## src/rtl/axi_decerr_slave_pkg.sv

```systemverilog
// Shared SoC definitions for the AXI default-slave responder.
// Response codes, error data pattern, slave-side ID type and FSM states.
package axi_decerr_slave_pkg;

    localparam int unsigned IdWidthMaster = 4;
    localparam int unsigned NumMasters    = 2;
    localparam int unsigned IdWidthSlave  =
        IdWidthMaster + $clog2(NumMasters);

    localparam logic [1:0] RespOkay   = 2'b00;
    localparam logic [1:0] RespDecerr = 2'b11;

    localparam logic [63:0] ErrDataDefault = 64'hBADC_AB1E_DEAD_BEEF;

    typedef logic [IdWidthSlave-1:0] slv_id_t;

    typedef enum logic [1:0] {
        W_IDLE,
        W_DATA,
        W_RESP
    } w_state_e;

    typedef enum logic {
        R_IDLE,
        R_DATA
    } r_state_e;

endpackage

```

## src/rtl/axi_decerr_read_path.sv

```systemverilog
// Read side of the default slave: accepts one AR at a time and
// returns ar_len+1 DECERR beats carrying a fixed data pattern.
module axi_decerr_read_path
    import axi_decerr_slave_pkg::*;
#(
    parameter int unsigned IdWidth   = IdWidthSlave,
    parameter int unsigned DataWidth = 64,
    parameter logic [DataWidth-1:0] ErrData = ErrDataDefault
) (
    input  logic                 clk_i,
    input  logic                 rst_i,
    input  logic                 ar_valid_i,
    output logic                 ar_ready_o,
    input  logic [IdWidth-1:0]   ar_id_i,
    input  logic [7:0]           ar_len_i,
    output logic                 r_valid_o,
    input  logic                 r_ready_i,
    output logic [IdWidth-1:0]   r_id_o,
    output logic [DataWidth-1:0] r_data_o,
    output logic [1:0]           r_resp_o,
    output logic                 r_last_o
);

    r_state_e             state;
    r_state_e             state_next;
    logic [7:0]           beat_cnt;
    logic [IdWidth-1:0]   id_q;

    // State register
    always_ff @(posedge clk_i) begin
        if (rst_i) begin
            state <= R_IDLE;
        end else begin
            state <= state_next;
        end
    end

    // Next-state: leave IDLE on AR handshake, return after last beat
    always_comb begin
        state_next = state;
        unique case (state)
            R_IDLE: if (ar_valid_i) state_next = R_DATA;
            R_DATA: if (r_ready_i && beat_cnt == 8'd0) state_next = R_IDLE;
            default: state_next = R_IDLE;
        endcase
    end

    // Latch ID and remaining-beat count; count down on each R handshake
    always_ff @(posedge clk_i) begin
        if (rst_i) begin
            beat_cnt <= '0;
            id_q     <= '0;
        end else if (state == R_IDLE && ar_valid_i) begin
            beat_cnt <= ar_len_i;
            id_q     <= ar_id_i;
        end else if (state == R_DATA && r_ready_i && beat_cnt != 8'd0) begin
            beat_cnt <= beat_cnt - 8'd1;
        end
    end

    // Channel outputs decoded from state
    always_comb begin
        ar_ready_o = 1'b0;
        r_valid_o  = 1'b0;
        r_resp_o   = RespOkay;
        r_last_o   = 1'b0;
        r_data_o   = '0;
        unique case (state)
            R_IDLE: ar_ready_o = 1'b1;
            R_DATA: begin
                r_valid_o = 1'b1;
                r_resp_o  = RespDecerr;
                r_last_o  = (beat_cnt == 8'd0);
                r_data_o  = ErrData;
            end
            default: ar_ready_o = 1'b0;
        endcase
    end

    assign r_id_o = id_q;

endmodule

```

## src/rtl/axi_decerr_slave.sv

```systemverilog
// AXI4 default slave: answers unmapped accesses with DECERR and
// records the first offending address plus a saturating error count.
module axi_decerr_slave
    import axi_decerr_slave_pkg::*;
#(
    parameter int unsigned IdWidth   = IdWidthSlave,
    parameter int unsigned AddrWidth = 64,
    parameter int unsigned DataWidth = 64,
    parameter logic [DataWidth-1:0] ErrData = ErrDataDefault,
    parameter int unsigned CntWidth  = 16
) (
    input  logic                 clk_i,
    input  logic                 rst_i,
    input  logic                 aw_valid_i,
    output logic                 aw_ready_o,
    input  logic [IdWidth-1:0]   aw_id_i,
    input  logic [AddrWidth-1:0] aw_addr_i,
    input  logic                 w_valid_i,
    output logic                 w_ready_o,
    input  logic                 w_last_i,
    output logic                 b_valid_o,
    input  logic                 b_ready_i,
    output logic [IdWidth-1:0]   b_id_o,
    output logic [1:0]           b_resp_o,
    input  logic                 ar_valid_i,
    output logic                 ar_ready_o,
    input  logic [IdWidth-1:0]   ar_id_i,
    input  logic [AddrWidth-1:0] ar_addr_i,
    input  logic [7:0]           ar_len_i,
    output logic                 r_valid_o,
    input  logic                 r_ready_i,
    output logic [IdWidth-1:0]   r_id_o,
    output logic [DataWidth-1:0] r_data_o,
    output logic [1:0]           r_resp_o,
    output logic                 r_last_o,
    output logic                 err_valid_o,
    output logic                 err_is_write_o,
    output logic [AddrWidth-1:0] err_addr_o,
    output logic [CntWidth-1:0]  err_count_o,
    input  logic                 err_clear_i
);

    w_state_e             w_state;
    w_state_e             w_state_next;
    logic [IdWidth-1:0]   aw_id_q;
    logic                 aw_hs;
    logic                 ar_hs;
    logic                 valid_base;
    logic [CntWidth-1:0]  cnt_base;
    logic [CntWidth:0]    cnt_sum;
    logic [CntWidth-1:0]  cnt_next;

    axi_decerr_read_path #(
        .IdWidth   (IdWidth),
        .DataWidth (DataWidth),
        .ErrData   (ErrData)
    ) u_read_path (
        .clk_i      (clk_i),
        .rst_i      (rst_i),
        .ar_valid_i (ar_valid_i),
        .ar_ready_o (ar_ready_o),
        .ar_id_i    (ar_id_i),
        .ar_len_i   (ar_len_i),
        .r_valid_o  (r_valid_o),
        .r_ready_i  (r_ready_i),
        .r_id_o     (r_id_o),
        .r_data_o   (r_data_o),
        .r_resp_o   (r_resp_o),
        .r_last_o   (r_last_o)
    );

    assign aw_hs = aw_valid_i & aw_ready_o;
    assign ar_hs = ar_valid_i & ar_ready_o;

    // Write state register
    always_ff @(posedge clk_i) begin
        if (rst_i) begin
            w_state <= W_IDLE;
        end else begin
            w_state <= w_state_next;
        end
    end

    // Write next-state: AW, drain W to last, then hold B until taken
    always_comb begin
        w_state_next = w_state;
        unique case (w_state)
            W_IDLE: if (aw_valid_i) w_state_next = W_DATA;
            W_DATA: if (w_valid_i && w_last_i) w_state_next = W_RESP;
            W_RESP: if (b_ready_i) w_state_next = W_IDLE;
            default: w_state_next = W_IDLE;
        endcase
    end

    // Write channel outputs decoded from state
    always_comb begin
        aw_ready_o = 1'b0;
        w_ready_o  = 1'b0;
        b_valid_o  = 1'b0;
        b_resp_o   = RespOkay;
        unique case (w_state)
            W_IDLE: aw_ready_o = 1'b1;
            W_DATA: w_ready_o  = 1'b1;
            W_RESP: begin
                b_valid_o = 1'b1;
                b_resp_o  = RespDecerr;
            end
            default: aw_ready_o = 1'b0;
        endcase
    end

    // Latch the write ID on AW handshake for the B response
    always_ff @(posedge clk_i) begin
        if (rst_i) begin
            aw_id_q <= '0;
        end else if (aw_hs) begin
            aw_id_q <= aw_id_i;
        end
    end

    assign b_id_o = aw_id_q;

    // Clear takes effect before this cycle's capture and count
    always_comb begin
        valid_base = err_clear_i ? 1'b0 : err_valid_o;
        cnt_base   = err_clear_i ? '0 : err_count_o;
        cnt_sum    = {1'b0, cnt_base}
                   + {{CntWidth{1'b0}}, aw_hs}
                   + {{CntWidth{1'b0}}, ar_hs};
        cnt_next   = cnt_sum[CntWidth] ? '1 : cnt_sum[CntWidth-1:0];
    end

    // First-error capture (write wins a tie) and saturating count
    always_ff @(posedge clk_i) begin
        if (rst_i) begin
            err_valid_o    <= 1'b0;
            err_is_write_o <= 1'b0;
            err_addr_o     <= '0;
            err_count_o    <= '0;
        end else begin
            err_count_o <= cnt_next;
            err_valid_o <= valid_base | aw_hs | ar_hs;
            if (!valid_base && (aw_hs || ar_hs)) begin
                err_is_write_o <= aw_hs;
                err_addr_o     <= aw_hs ? aw_addr_i : ar_addr_i;
            end
        end
    end

endmodule

```

## config.mk

```make
export PLATFORM = sky130hd
export DESIGN_NAME = axi_decerr_slave
export DESIGN_NICKNAME = d
export VERILOG_FILES = /design/src/rtl/axi_decerr_slave_pkg.sv /design/src/rtl/axi_decerr_read_path.sv /design/src/rtl/axi_decerr_slave.sv
export SDC_FILE = /design/constraint.sdc
export NUM_CORES = 1
export LEC_CHECK = 0
export ABC_AREA = 1
export CAP_MARGIN = 20
export CORE_MARGIN = 2
export CORE_UTILIZATION = 38
export CTS_CLUSTER_DIAMETER = 50
export DETAILED_ROUTE_END_ITERATION = 10
export GPL_TIMING_DRIVEN = 0
export PLACE_DENSITY = 0.83
export SETUP_SLACK_MARGIN = 0.4
export SYNTH_ARGS = -nofsm -noshare
export SYNTH_HDL_FRONTEND = slang
export SYNTH_SLANG_ARGS = --single-unit
```

## constraint.sdc

```tcl
create_clock -name clk_i -period 3.8 [get_ports clk_i]
set_input_delay 0.57 -clock clk_i [delete_from_list [all_inputs] [get_ports clk_i]]
set_output_delay 0.57 -clock clk_i [all_outputs]
set_load 0.01 [all_outputs]
```

==> flow_summary.toml, run 1 <==
[power]
p_leak_nw = 3.89
vdd_drop_max_v = 0.000202
power_density_nw_per_um2 = 367

[critical_path]
endpoint_kind = "register"
arrival_ns = 3.34
rrSetupSlack_ns = 0.66
path_max_fanout = 31
critPathBufInv = 5
crit_required_ns = 4.01
crit_path_start_kind = "register"
cp_cell_sequence = "buf_16, inv_1, nand2_2, inv_1, buf_2, fa_1, ha_1, nand2_1, nor2_4, nand2_2, nor2_4, nand3_4, buf_6, a21oi_2"
cpPeakStageDelay_ns = 0.75
crit_type = "register to register"
cp_top_family = "buffers and inverters"
critPathSlowestCell = "dfxtp_1"

[cts]
cts_setup_buffers = 0
cts_tree = "built"
clock-sinks = 103
cts_root_buf = "clkbuf_16"
clockBufferDepth = 2
path_clk_slew_ns = 0.07
clkLatencyLatePin_ns = 0.36
cts_buffers = 9
cts_htree_levels = 3
post_cts_resized = 0
hold_buffers = 0

[floorplan]
start_util_pct = 39.0
ios = 321
core_area_um2 = 13900
die_area_um2 = 15200
die_h_um = 123
rows = 43
die_x_um = 123

[synth]
avgSynthCellArea_um2 = 7.24
synthCells = 747
syn_area_um2 = 5410
synth_warnings = 0
yosysSeqAreaShare_pct = 38.1
ys_ff_latch = 103
synth_cell_types = 32

[drt]
via_count = 5891
drc_errors = 0
ant_nets = 0
finalWirelength_um = 17900
drt_iter0_drc = 281
dr.pass1.iters = 6
vias_per_cell = 4.67
wl_per_cell_um = 14.2

[place]
place_ws_ns = 0.477
numPortBuffers = 298
hpwl_um = 14200
gp_congestion = 0.905
place_area_um2 = 8720

[sta]
tns_ns = 0
setup_viol_count_final = 0
finalHoldViolCount = 0
rsz0062_at_grt = "no"
min_period_ns = 3.14
worst_slew_pin_slew_ns = 0.713
period_share_pct = 82.5
whs_ns = 0.466
maxSlewHeadroom_pct = 52.5
fin_skew_ns = 0.0110
fin_ws_ns = 0.664
maxSlewViolCount = 0
fmaxAchievable_mhz = 319

[global_routing]
track_usage_pct = 22.8
grt_pass1_wl_um = 27000
antenna_found_initial = 0
grt_max_degree = 32
grt_overflow_total = 0
grt_pass1_vias = 5497

[layout]
layout_commonest_cell = "clkdlybuf4s50_1"
drive_gt1_share_pct = 13.2
final_area_um2 = 9050
area_delta_synth_final_pct = 67.3
layout.nets = 1236
antenna-diode-count = 0
layout_common_cells = "clkdlybuf4s50_1 (298), nand2_1 (192), dfxtp_1 (103)"

[hold_path]
holdCritPathClass = "register to register"

[job]
drv_cap = 0

[outcome]
run_status = "finished, final reports clean"
==> kinds of logic after synthesis <==
| kind of cell | synth area share (%) |
|---|---|
| compound gates | 17.5 |
| xor+xnor | 1.30 |
| fa+ha+maj | 1.06 |
| buf+inv | 17.8 |
| flops | 38.1 |
| mux | 0.185 |
| other cells | 0.0693 |
| simple gates | 24.0 |
==> where the power goes <==
| part | switching, mW | internal (mW) | leakage (nW) |
|---|---|---|---|
| clock network | 0.426 | 0.600 | 0.163 |
| logic | 0.462 | 0.576 | 2.87 |
| registers | 0.0644 | 1.19 | 0.852 |
==> area by class of cell <==
type	instances	area, um^2
plain buffers	112	769
clock buffers	10	239
clock inverters	6	91.3
fillers	1223	4830
inverters	51	191
multi-input cells	501	2460
flip-flops and latches	103	2060
well taps	180	225
repair buffers	299	3010
==> registers in the layout, summed over array words and instances (netlist names) <==
register / count
b_id_o: 5
err_valid_o: 1
u_read_path.r_id_o: 5
u_read_path.beat_cnt: 8
u_read_path.state: 1
w_state: 2
err_is_write_o: 1
err_count_o: 16
err_addr_o: 64
==> worst min-delay path, cell delays in order (launching register included) <==
cell and delay, ns:
dfxtp_1 0.31, nand2_1 0.06, a21oi_1 0.05
==> stage by stage <==
stage / std cells / util [%] / total power [mW]
after floorplan: 767 / - / 1.76
after global placement: 1245 / 62.6 / 2.30
after detailed placement: 1246 / 62.8 / 2.32
after CTS: 1262 / 65.2 / 3.34
after global routing: 1262 / 65.2 / 3.48
final: 1262 / 65.2 / 3.32
==> worst paths after layout <==
kind,from,cells past startpoint,to
min,err_is_write_o,2,err_is_write_o
min reg2reg,err_is_write_o,2,err_is_write_o
max,u_read_path.state,14,err_count_o[7]
max reg2reg,u_read_path.state,14,err_count_o[7]
==> synth_stat cells, drive strengths merged <==
cell | n | area share [%]
mux2i | 1 | 0.19
a21oi | 18 | 2.3
or2 | 2 | 0.23
o21ai | 82 | 7.6
nor3 | 2 | 0.39
nor2 | 57 | 4.6
ha | 3 | 0.69
conb | 1 | 0.069
clkbuf | 22 | 1.5
fa | 1 | 0.37
inv | 51 | 3.5
xor2 | 8 | 1.3
nand2 | 202 | 15
dfxtp | 103 | 38
a31oi | 65 | 7.6
buf | 90 | 13
nand4 | 6 | 0.69
nand3 | 33 | 3.5
==> metal layers <==
metal	global-route usage, %	up-vias	share of wire (%)
met5	0	-	0
met4	8.38	0	2.7
met3	7.33	31	9.3
met2	40.4	246	50
met1	25.6	2584	38
li1	-	3030	-
Note: power is estimated with default switching activity, not from simulation.
==> run 2: changes to the inputs <==
- CORE_UTILIZATION: 38 -> 35
- PLACE_DENSITY: 0.83 -> 0.81
- clock period: 3.8 -> 2.8 ns (I/O delays scaled with it)
==> run 2 against run 1 <==
  * Global-route usage down 0.27 points
  * Setup slack worse by 0.16 ns
  * Combinational power is 38% higher
  * Via count rose by 3.0%
  * Count of clock-buffer cells in the layout increased by 2
  * Routed wire length up 6.9%
  * Sequential share of layout area decreased by 0.34 points
  * Design area is 1.7% higher
  * Cell count up 1.2%
  * Critical path type is now input pin to register
  * Largest cell class unchanged
==> flow_summary.toml, run 2 (synthesis results as in run 1) <==
[outcome]
run_status = "finished, final reports clean"

[hold_path]
worstHoldStart = "err_is_write_o"
holdCritPathClass = "register to register"

[cts]
clkLatencyLatePin_ns = 0.35
clockBufferDepth = 2
cts_buffers = 9
cts_tree = "built"
cts_htree_levels = 3
clock-sinks = 103
path_clk_slew_ns = 0.07
cts_root_buf = "clkbuf_16"

[critical_path]
crit_type = "input pin to register"
cpPeakStageDelay_ns = 0.50
reg2reg_from = "u_read_path.state"
cp_cell_sequence = "clkdlybuf4s50_1, nand2_4, inv_8, buf_12, fa_2, ha_4, nand2_1, nor2_4, nand2_4, nor2_4, nand3_4, clkbuf_16, a21oi_2"
endpoint_kind = "register"
crit_required_ns = 3.08
crit_path_start_kind = "input pin"
critPathSlowestCell = "clkdlybuf4s50_1"
path_max_fanout = 10
crit_start = "aw_valid_i"
arrival_ns = 2.57

[global_routing]
grt_max_degree = 25
grtUsageMet2_pct = 41.6
grt_pass1_wl_um = 29400
grt_pass1_vias = 5817
antenna_found_initial = 1
use_met1_pct = 24.3
track_usage_pct = 22.6
use_met3_pct = 7.19
grt_overflow_total = 0
busiest_layer = "met2"

[power]
vdd_drop_max_v = 0.000278
power_density_nw_per_um2 = 495
p_seq_share_pct = 37.3
p_leak_nw = 3.97
p_total_mw = 4.56
p_int_mw = 3.26
p_clk_share_pct = 31.2
power_switching_mw = 1.30
combPwrFrac_pct = 31.5
swShare_pct = 28.4

[layout]
top_register = "err_addr_o"
antenna-diode-count = 0
regArea_um2 = 2070
drive_gt1_share_pct = 14.2
stdcell_count = 1277
multi_input_area_um2 = 2490
top_regs = "err_addr_o (64), err_count_o (16), u_read_path.beat_cnt (8)"
layout_commonest_cell = "clkdlybuf4s50_1"
fillers = 1354
layout_common_cells = "clkdlybuf4s50_1 (297), nand2_1 (192), dfxtp_1 (102)"
layout.nets = 1243
largest_register_ffs = 64
area_delta_synth_final_pct = 70.2

[floorplan]
core_area_um2 = 15100
rows = 45
die_h_um = 128
die_x_um = 128
ios = 321
start_util_pct = 35.7
die_area_um2 = 16500

[sta]
period_share_pct = 82.0
fin_skew_ns = 0.00667
fmaxAchievable_mhz = 435
finalHoldViolCount = 0
setup_viol_count_final = 0
maxSlewViolCount = 0
min_period_ns = 2.30
rsz0062_at_grt = "no"
tns_ns = 0
maxSlewHeadroom_pct = 53.8
worst_slew_pin_slew_ns = 0.693
whs_ns = 0.463

[drt]
via_count = 6066
finalWirelength_um = 19100
drt_iter0_drc = 296
ant_nets = 0
dr.pass1.iters = 4
wl_per_cell_um = 15.0
vias_per_cell = 4.75
drc_errors = 0

[place]
hpwl_um = 14600
numPortBuffers = 298
gp_congestion = 0.953
dp_cells = 1253

[job]
drv_cap = 0
-- run 2: changes by cell type in the layout (fill, tap and decap cells not counted), sizes merged --
| cell | delta |
|---|---|
| buf | +6 |
| clkbuf | +3 |
| clkdlybuf4s50 | -1 |
| dlymetal6s2s | +1 |
| inv | -1 |
| clkinv | -1 |
-- run 2: final timing paths --
check | slack [ns] | to | cells past startpoint
hold / removal | 0.46 | err_is_write_o | 2
setup reg to reg | 0.55 | err_count_o[8] | 13
setup / recovery | 0.50 | err_count_o[8] | 13
hold reg to reg | 0.46 | err_is_write_o | 2
-- run 2: power by group through the flow --
stage | clock, mW | sequential, mW | combinational [mW]
after CTS | 1.45 | 1.70 | 1.44
final | 1.42 | 1.70 | 1.44
after floorplan | 0 | 1.79 | 0.594
after detailed placement | 0 | 1.74 | 1.41
after global placement | 0 | 1.74 | 1.39
after global routing | 1.52 | 1.72 | 1.56
-- run 2: layer usage --
metal	routed length (um)	part of all wire (%)	vias to the layer above
met2	9730	51	245
met1	7270	38	2741
met4	539	2.8	2
li1	-	-	3036
met3	1540	8.0	42
met5	16	0.084	-
-- run 2: metrics by stage --
step           area (um^2)  util, %  worst slack [ns]
6_report              9210     60.8             0.503
5_1_grt               9210     60.8             0.400
4_1_cts               9120     60.2             0.404
3_5_place_dp          8710     57.5            -0.407
3_3_place_gp          8710     57.5            -0.373
2_1_floorplan         5500        -             0.407
-- run 2: critical path: cells and delay by family --
| family | cells | cell delay, ns |
|---|---|---|
| buffers and inverters | 4 | 0.93 |
| AND/OR/NAND/NOR | 6 | 0.72 |
| adder cells (fa/ha/maj) | 2 | 0.37 |
| AO/OA/AOI/OAI | 1 | 0.11 |
-- run 2: layout make-up --
| type | instances | area share [%] |
|---|---|---|
| Timing Repair Buffer | 306 | 33.3 |
| Multi-Input combinational cell | 501 | 27.1 |
| Sequential cell | 103 | 22.4 |
| Buffer | 112 | 8.73 |
| Clock buffer | 12 | 2.89 |
| Tap cell | 188 | 2.56 |
| Inverter | 51 | 2.19 |
| Clock inverter | 4 | 0.815 |
-- run 2: timing repair --
item                       4_1_cts  5_1_grt
gates cloned                     0        1
hold buffers                     0        0
hold endpoints to repair         0        0
pin swaps                        4        2
resized for setup               10        9
setup buffers                    4        3
setup endpoints to repair       16       16
==> run 3: changes to the inputs <==
- clock period: 2.8 -> 2.1 ns (I/O delays scaled with it)
==> run 3 against run 2 <==
  * Clock skew is 0.0030 ns higher
  * Setup slack worse by 0.50 ns
  * Clock power rose by 25%
==> flow_summary.toml, run 3 (synthesis results as in run 1) <==
[cts]
cts_root_buf = "clkbuf_16"
cts_buffers = 9
cts_htree_levels = 3
cts_tree = "built"
clkLatencyLatePin_ns = 0.36
path_clk_slew_ns = 0.08
clock-sinks = 103
clockBufferDepth = 2

[floorplan]
die_h_um = 128
rows = 45
die_x_um = 128
die_area_um2 = 16500
core_area_um2 = 15100
ios = 321
start_util_pct = 35.7

[power]
p_total_mw = 6.21
combPwrFrac_pct = 35.1
p_clk_share_pct = 28.5
p_leak_nw = 4.47
power_switching_mw = 1.89
swShare_pct = 30.4
vdd_drop_max_v = 0.000399
power_density_nw_per_um2 = 634
p_int_mw = 4.32
p_seq_share_pct = 36.4

[layout]
largest_register_ffs = 64
area_delta_synth_final_pct = 80.9
drive_gt1_share_pct = 23.4
top_regs = "err_addr_o (64), err_count_o (16), u_read_path.beat_cnt (8)"
layout_commonest_cell = "clkdlybuf4s50_1"
top_register = "err_addr_o"
layout.nets = 1275
fillers = 1257
stdcell_count = 1308
antenna-diode-count = 0
layout_common_cells = "clkdlybuf4s50_1 (244), nand2_1 (187), dfxtp_1 (94)"
final_area_um2 = 9790

[drt]
drt_iter0_drc = 424
vias_per_cell = 4.75
wl_per_cell_um = 15.4
drc_errors = 0
via_count = 6215
dr.pass1.iters = 5
ant_nets = 0
finalWirelength_um = 20100

[critical_path]
endpoint_kind = "register"
rrSetupSlack_ns = 0.008
crit_type = "register to register"
critPathSlowestCell = "fa_2"
arrival_ns = 2.35
rr_worst_depth = 15
crit_end = "err_count_o[11]"
crit_required_ns = 2.36
reg2reg_from = "w_state[1]"
cp_top_family = "simple AND/OR/NAND/NOR gates"
crit_path_start_kind = "register"
cp_cell_sequence = "nor2_4, nand2_4, inv_8, buf_12, fa_2, ha_4, nand2_4, nor2_4, nand2_4, nor2_4, nand3_4, buf_4, nand3_2, nand2_1, inv_1"
cp.depth = 15
crit_start = "w_state[1]"
critPathBufInv = 4
path_max_fanout = 5
r2r-end = "err_count_o[11]"
cpPeakStageDelay_ns = 0.42

[global_routing]
grt_overflow_total = 0
track_usage_pct = 22.5
busiest_layer = "met2"
use_met1_pct = 26.5
antenna_found_initial = 0
grt_pass1_wl_um = 29000
grt_pass1_vias = 5612
grt_max_degree = 19
use_met3_pct = 7.07
grtUsageMet2_pct = 39.3

[place]
dp_cells = 1253
gp_congestion = 0.865
hpwl_um = 13900
numPortBuffers = 298
place_area_um2 = 8750

[sta]
maxSlewHeadroom_pct = 52.0
setup_viol_count_final = 0
fin_skew_ns = 0.00962
period_share_pct = 99.6
fmaxAchievable_mhz = 478
finalHoldViolCount = 0
tns_ns = 0
worst_slew_pin_slew_ns = 0.719
min_period_ns = 2.09
maxSlewViolCount = 0
rsz0062_at_grt = "yes"

[job]
drv_cap = 0

[outcome]
run_status = "finished, final reports clean"

[hold_path]
holdCritPathClass = "input pin to register"
-- run 3: power groups by stage --
| stage | combinational [mW] | sequential, mW | clock (mW) |
|---|---|---|---|
| after global routing | 2.35 | 2.28 | 1.87 |
| final | 2.18 | 2.26 | 1.77 |
| after CTS | 1.94 | 2.26 | 1.80 |
| after detailed placement | 1.88 | 2.32 | 0 |
| after floorplan | 0.799 | 2.39 | 0 |
| after global placement | 1.86 | 2.31 | 0 |
-- run 3: how the worst min path moves through the flow --
stage,startpoint,to,cells after the start
floorplan,u_read_path.beat_cnt[6],u_read_path.beat_cnt[6],2
global placement,err_is_write_o,err_is_write_o,2
detailed placement,b_id_o[0],b_id_o[0],2
CTS,rst_i,w_state[0],2
global route,rst_i,w_state[1],2
finish,rst_i,w_state[1],2
-- run 3: metal layers --
metal  vias to the layer above  routed length [um]
met1                      2844                8040
met4                         0                 273
met3                        19                1600
met2                       250               10200
met5                         -                   0
li1                       3102                   -
-- run 3: cell type report --
class	count	area [um^2]	share of cell area, %
tap	188	235	2.40
clock buffer	9	225	2.30
clock inverter	6	75.1	0.767
inverter	51	211	2.16
multi-input combinational	501	2590	26.5
sequential	103	2080	21.2
timing repair buffer	338	3450	35.2
buffer	112	925	9.45
-- run 3: worst reg2reg max path, stage by stage, from the launching register on --
cell     delay, ns
dfxtp_2       0.38
nor2_4        0.05
nand2_4       0.13
inv_8         0.05
buf_12        0.12
fa_2          0.42
ha_4          0.19
nand2_4       0.07
nor2_4        0.04
nand2_4       0.07
nor2_4        0.05
nand3_4       0.12
buf_4         0.14
nand3_2       0.06
nand2_1       0.06
inv_1         0.03
-- run 3: stage by stage --
step                      worst slack, ns  utilization [%]  hold slack [ns]
after detailed placement           -0.882             57.8            0.471
after global routing              -0.0838             64.6            0.365
final                             0.00766             64.6            0.356
after global placement             -0.908             57.8            0.447
after floorplan                    -0.111                -            0.454
after CTS                          0.0284             61.4            0.355
-- run 3: repair_timing --
action                                  CTS  global route
endpoints found under the setup margin  102           135
setup buffers                            18            12
pin swaps                                10             3
gates cloned                              2             8
gates resized for setup                 119           170
hold buffers                              0             0
